### config.mk
export PLATFORM = sky130hd
export DESIGN_NAME = hilo_mdu
export DESIGN_NICKNAME = d
export VERILOG_FILES = /design/src/rtl/hilo_mdu.sv
export SDC_FILE = /design/constraint.sdc
export NUM_CORES = 1
export LEC_CHECK = 0
export ABC_AREA = 0
export BUFFER_PORTS_ARGS = -buffer_cell sky130_fd_sc_hd__buf_2
export CORE_UTILIZATION = 58
export CTS_CLUSTER_SIZE = 8
export DETAILED_ROUTE_END_ITERATION = 6
export GPL_ROUTABILITY_DRIVEN = 0
export PLACE_DENSITY = 0.78
export SETUP_SLACK_MARGIN = 0.15
export SLEW_MARGIN = 20
export SYNTH_ARGS = -nofsm -noshare
export SYNTH_HDL_FRONTEND = slang
export SYNTH_SLANG_ARGS = --single-unit
### constraint.sdc
create_clock -name clk -period 7.9 [get_ports clk]
set_input_delay 1.58 -clock clk [delete_from_list [all_inputs] [get_ports clk]]
set_output_delay 1.58 -clock clk [all_outputs]
set_load 0.005 [all_outputs]
### src/rtl/hilo_mdu.sv
// hilo_mdu: iterative multiply/divide unit owning the HI/LO pair (MULT/MULTU/DIV/DIVU/MTHI/MTLO).
// Optional FAST_MUL_EN: single-cycle 32x32 multiply instead of the 33-cycle shift-add path.
module hilo_mdu #(
  parameter int XLEN = 32
) (
  input  logic            clk,
  input  logic            reset,
  input  logic            start,
  input  logic [2:0]      op,
  input  logic [XLEN-1:0] a,
  input  logic [XLEN-1:0] b,
  input  logic            cancel,
  output logic            busy,
  output logic            done,
  output logic [XLEN-1:0] hi,
  output logic [XLEN-1:0] lo
);

  localparam int CW = $clog2(XLEN);

  localparam logic [2:0] OP_MULT  = 3'd1;
  localparam logic [2:0] OP_MULTU = 3'd2;
  localparam logic [2:0] OP_DIV   = 3'd3;
  localparam logic [2:0] OP_DIVU  = 3'd4;
  localparam logic [2:0] OP_MTHI  = 3'd5;
  localparam logic [2:0] OP_MTLO  = 3'd6;

  typedef enum logic [1:0] {
    IDLE,
    MUL,
    DIV,
    FIX
  } state_t;

  state_t              state;
  logic [CW-1:0]       counter;
  logic [2*XLEN-1:0]   acc;
  logic [XLEN-1:0]     operand;
  logic [XLEN-1:0]     dividend;
  logic                neg_q;
  logic                neg_r;
  logic                is_div;

  logic                accept;
  logic                signed_op;
  logic [XLEN-1:0]     abs_a;
  logic [XLEN-1:0]     abs_b;
  logic [XLEN:0]       mul_sum;
  logic [XLEN:0]       div_shift;
  logic [XLEN:0]       div_diff;
  logic [2*XLEN-1:0]   prod_fix;
  logic [XLEN-1:0]     quot_fix;
  logic [XLEN-1:0]     rem_fix;
  logic                div_zero;
`ifdef FAST_MUL_EN
  logic [2*XLEN-1:0]   fast_prod;
`endif

  // acc holds {partial product, multiplier} for MUL and {remainder, dividend/quotient} for DIV
  always_comb begin
    accept    = start && !busy && !cancel && (op >= OP_MULT) && (op <= OP_MTLO);
    signed_op = (op == OP_MULT) || (op == OP_DIV);
    abs_a     = (signed_op && a[XLEN-1]) ? -a : a;
    abs_b     = (signed_op && b[XLEN-1]) ? -b : b;

    mul_sum   = {1'b0, acc[2*XLEN-1:XLEN]} + (acc[0] ? {1'b0, operand} : '0);
    div_shift = {acc[2*XLEN-1:XLEN], acc[XLEN-1]};
    div_diff  = div_shift - {1'b0, operand};

    prod_fix  = neg_q ? -acc : acc;
    quot_fix  = neg_q ? -acc[XLEN-1:0] : acc[XLEN-1:0];
    rem_fix   = neg_r ? -acc[2*XLEN-1:XLEN] : acc[2*XLEN-1:XLEN];
    div_zero  = (operand == '0);
  end

`ifdef FAST_MUL_EN
  always_comb begin
    fast_prod = '0;
    if (op == OP_MULT)
      fast_prod = $signed({{XLEN{a[XLEN-1]}}, a}) * $signed({{XLEN{b[XLEN-1]}}, b});
    else
      fast_prod = {{XLEN{1'b0}}, a} * {{XLEN{1'b0}}, b};
  end
`endif

  always_ff @(posedge clk) begin
    if (reset) begin
      state    <= IDLE;
      counter  <= '0;
      acc      <= '0;
      operand  <= '0;
      dividend <= '0;
      neg_q    <= 1'b0;
      neg_r    <= 1'b0;
      is_div   <= 1'b0;
      busy     <= 1'b0;
      done     <= 1'b0;
      hi       <= '0;
      lo       <= '0;
    end else begin
      done <= 1'b0;
      case (state)
        IDLE: begin
          if (accept) begin
            case (op)
              OP_MTHI: hi <= a;
              OP_MTLO: lo <= a;
              OP_MULT, OP_MULTU: begin
`ifdef FAST_MUL_EN
                {hi, lo} <= fast_prod;
                done     <= 1'b1;
`else
                state   <= MUL;
                busy    <= 1'b1;
                counter <= '0;
                is_div  <= 1'b0;
                acc     <= {{XLEN{1'b0}}, abs_b};
                operand <= abs_a;
                neg_q   <= signed_op && (a[XLEN-1] ^ b[XLEN-1]);
                neg_r   <= 1'b0;
`endif
              end
              OP_DIV, OP_DIVU: begin
                state    <= DIV;
                busy     <= 1'b1;
                counter  <= '0;
                is_div   <= 1'b1;
                acc      <= {{XLEN{1'b0}}, abs_a};
                operand  <= abs_b;
                dividend <= a;
                neg_q    <= signed_op && (a[XLEN-1] ^ b[XLEN-1]);
                neg_r    <= signed_op && a[XLEN-1];
              end
              default: ;
            endcase
          end
        end

        MUL, DIV: begin
          if (cancel) begin
            state <= IDLE;
            busy  <= 1'b0;
          end else begin
            if (state == MUL)
              acc <= {mul_sum, acc[XLEN-1:1]};
            else if (!div_diff[XLEN])
              acc <= {div_diff[XLEN-1:0], acc[XLEN-2:0], 1'b1};
            else
              acc <= {div_shift[XLEN-1:0], acc[XLEN-2:0], 1'b0};
            counter <= counter + 1'b1;
            if (counter == CW'(XLEN - 1))
              state <= FIX;
          end
        end

        // Sign correction and the HI/LO write happen together on the final edge
        FIX: begin
          state <= IDLE;
          busy  <= 1'b0;
          if (!cancel) begin
            done <= 1'b1;
            if (!is_div) begin
              {hi, lo} <= prod_fix;
            end else if (div_zero) begin
              hi <= dividend;
              lo <= '1;
            end else begin
              hi <= rem_fix;
              lo <= quot_fix;
            end
          end
        end

        default: begin
          state <= IDLE;
          busy  <= 1'b0;
        end
      endcase
    end
  end

endmodule

==> impl_metrics.toml <==
[cells_and_area]
fillCellCount = 2492
layout_common_cells = "nand2_1, a21oi_1, nor2_1"
mostFrequentLayoutCell = "nand2_1"
final_core_util_pct = 64.38
area_growth_pct = 8.580
diodes = 0
nets = 2399
drive_above_1_share_pct = 11.21

[placed_design]
place_ws_ps = 3242
post-dp-hpwl_um = 43620
portBuffers = 136

[status]
status = "complete, but fails checks"
violations = "DRC"

[sta]
setup_viol = 0
timing.final.ws_setup_ps = 3505
fmax_mhz = 227.5
fin_hold_ws_ps = 446.2
slew_headroom_pct = 26.96
worst_pin_slew_ps = 1092
timing.final.crit_period_ps = 4395
hold_viol = 0
rsz0062_at_grt = "no"
fin_crit_sh_pct = 55.63
finClkSkew_ps = 15.53
fin_tns_setup_ps = 0
maxSlewViolCount = 0

[global_route]
antenna_found_initial = 1
grt-ovfl-total = 0
grt_max_degree = 94
grt.total_usage_pct = 39.62
grt_pass1_vias = 16250
grt_pass1_wl_um = 90220

[floorplanning]
start_util_pct = 59.29
fp.dieW_um = 171.2
core-area_um2 = 28010
die_h_um = 171.2
die-area_um2 = 29320
rows = 61
ios = 137

[clock_tree]
cts-htree-levels = 1
cts_buffer_depth = 3
path_clk_slew_ps = 50
cts-hold-fix-buffers = 0
ctsResizeCount = 0
numCtsBuffers = 29
cts_sinks = 204
cts_setup_buffers = 0
cts_tree = "done"
insertion_delay_ps = 570
cts_root_buffer = "clkbuf_16"

[critical_path]
cp.buffers_inverters = 2
crit_slowest_cell = "a221oi_1"
crit_path_max_incr_delay_ps = 680
crit_start = "acc[0]$_SDFFE_PP0P_"
path_delay_family = "compound AO/OA/AOI/OAI gates"
crit_arrival_ps = 4800
rr_startpoint = "acc[0]$_SDFFE_PP0P_"
cp.required_ps = 8310
cp-start-kind = "register"
crit_chain = "inv_1, buf_4, nor2_1, ha_1, a21oi_1, nor2b_1, o31ai_1, nand4_1, a221oi_1, o21ai_0, a21boi_0, xor2_1, o221ai_1"
cp_max_fo = 30
end_kind = "register"
critical_path_class = "reg2reg"

[power_and_ir_drop]
ir_worst_vdd_mv = 0.3022
p_leak_nw = 7.146
power.density_nw_per_um2 = 324.9
p_total_mw = 5.859

[logic_synthesis]
synth_nets = 2385
ys_async_sr_fraction_pct = 0
synthFlopType = "dfxtp_1"
avgSynthCellArea_um2 = 7.418
synth_cell_types = 84
synth_warnings = 0
netlist_area_um2 = 16610
seq_area_frac_synth_pct = 24.59
synth_edf_count = 0
synthCells = 2239
postSynthRegisterBits = 204

[routing]
drtIter0Drc = 2341
dr.pass1.iters = 7
wirelength_um = 59440
drc = 4
ant_nets = 0
wl_per_cell_um = 22.57
num_vias = 18050
vias_per_cell = 6.852

[run]
max_cap_violations = 0

[worst_hold_path]
holdCritStartpoint = "hi[8]$_SDFFE_PP0P_"
hold_class = "reg2reg"
registers in the layout, indices dropped and copies added (netlist names), 2 cells and up:
signal,count
counter,5
acc,64
state,2
operand,32
dividend,32
lo,32
hi,32
final cells by class:
class | instances | area (um2) | area share, %
multi-input combinational | 1789 | 11590 | 64.27
timing repair buffer | 160 | 863.3 | 4.787
tap | 378 | 473.0 | 2.623
sequential | 204 | 4088 | 22.67
clock inverter | 1 | 20.02 | 0.1110
inverter | 69 | 259.0 | 1.436
clock buffer | 33 | 740.7 | 4.107
Yosys cell counts, types with 30 or more instances:
| cell type | number | area (um2) |
|---|---|---|
| nand2_1 | 260 | 975.9 |
| a21oi_1 | 238 | 1191 |
| nor2_1 | 223 | 837.1 |
| dfxtp_1 | 204 | 4084 |
| clkbuf_1 | 146 | 548.0 |
| o21ai_0 | 127 | 635.6 |
| xnor2_1 | 105 | 919.6 |
| xor2_1 | 91 | 797.0 |
| ha_1 | 73 | 913.4 |
| inv_1 | 68 | 255.2 |
| o221ai_1 | 43 | 376.6 |
| mux2i_1 | 41 | 410.4 |
| o211ai_1 | 41 | 307.8 |
| nor3_1 | 37 | 185.2 |
| o31ai_1 | 36 | 270.3 |
| nand3_1 | 34 | 170.2 |
| a211oi_1 | 30 | 225.2 |
| a21o_1 | 30 | 225.2 |
where the power goes:
group	internal, mW	total (mW)	switching [mW]	leakage (nW)
combinational	1.27	3.37	2.10	5.12
clock	0.648	1.11	0.466	0.372
sequential	1.15	1.38	0.230	1.65
cell families after synthesis:
family	synth area share [%]
and+or+nand+nor	19.90
AOI/OAI and AO/OA	29.56
xor gates and xnor gates	10.34
adders and majority gates	5.741
buffers and inverters	5.771
DFF	24.59
muxes	4.098
final timing paths:
path                                             end  slack, ps  cells past startpoint
worst max-delay path            acc[58]$_SDFFE_PP0P_       3510                     13
worst min register to register    hi[8]$_SDFFE_PP0P_        450                      2
worst min-delay path              hi[8]$_SDFFE_PP0P_        450                      2
worst max register to register  acc[58]$_SDFFE_PP0P_       3510                     13
worst reg2reg max path: cells and delay by family, from the launching register on:
kind	cells	cell delay (ps)
buffers and inverters	2	390
and+or+nand+nor	3	550
DFF	1	580
adders and majority gates	1	320
xor gates and xnor gates	1	170
AOI/OAI and AO/OA	6	2220
metrics by stage:
step           cells  area [um2]
6_report        2634       18030
3_3_place_gp    2600       17270
2_1_floorplan   2239       16610
4_1_cts         2634       18030
5_1_grt         2634       18030
3_5_place_dp    2600       17270
routing by layer:
metal,global-route usage (%),share of wire [%],vias to the layer above
met5,0,0.020,-
met4,25.04,7.0,2
met3,8.122,12,255
met2,61.26,44,1147
met1,50.29,37,8418
li1,-,-,8226
Note: power is estimated with default switching activity, not from simulation.
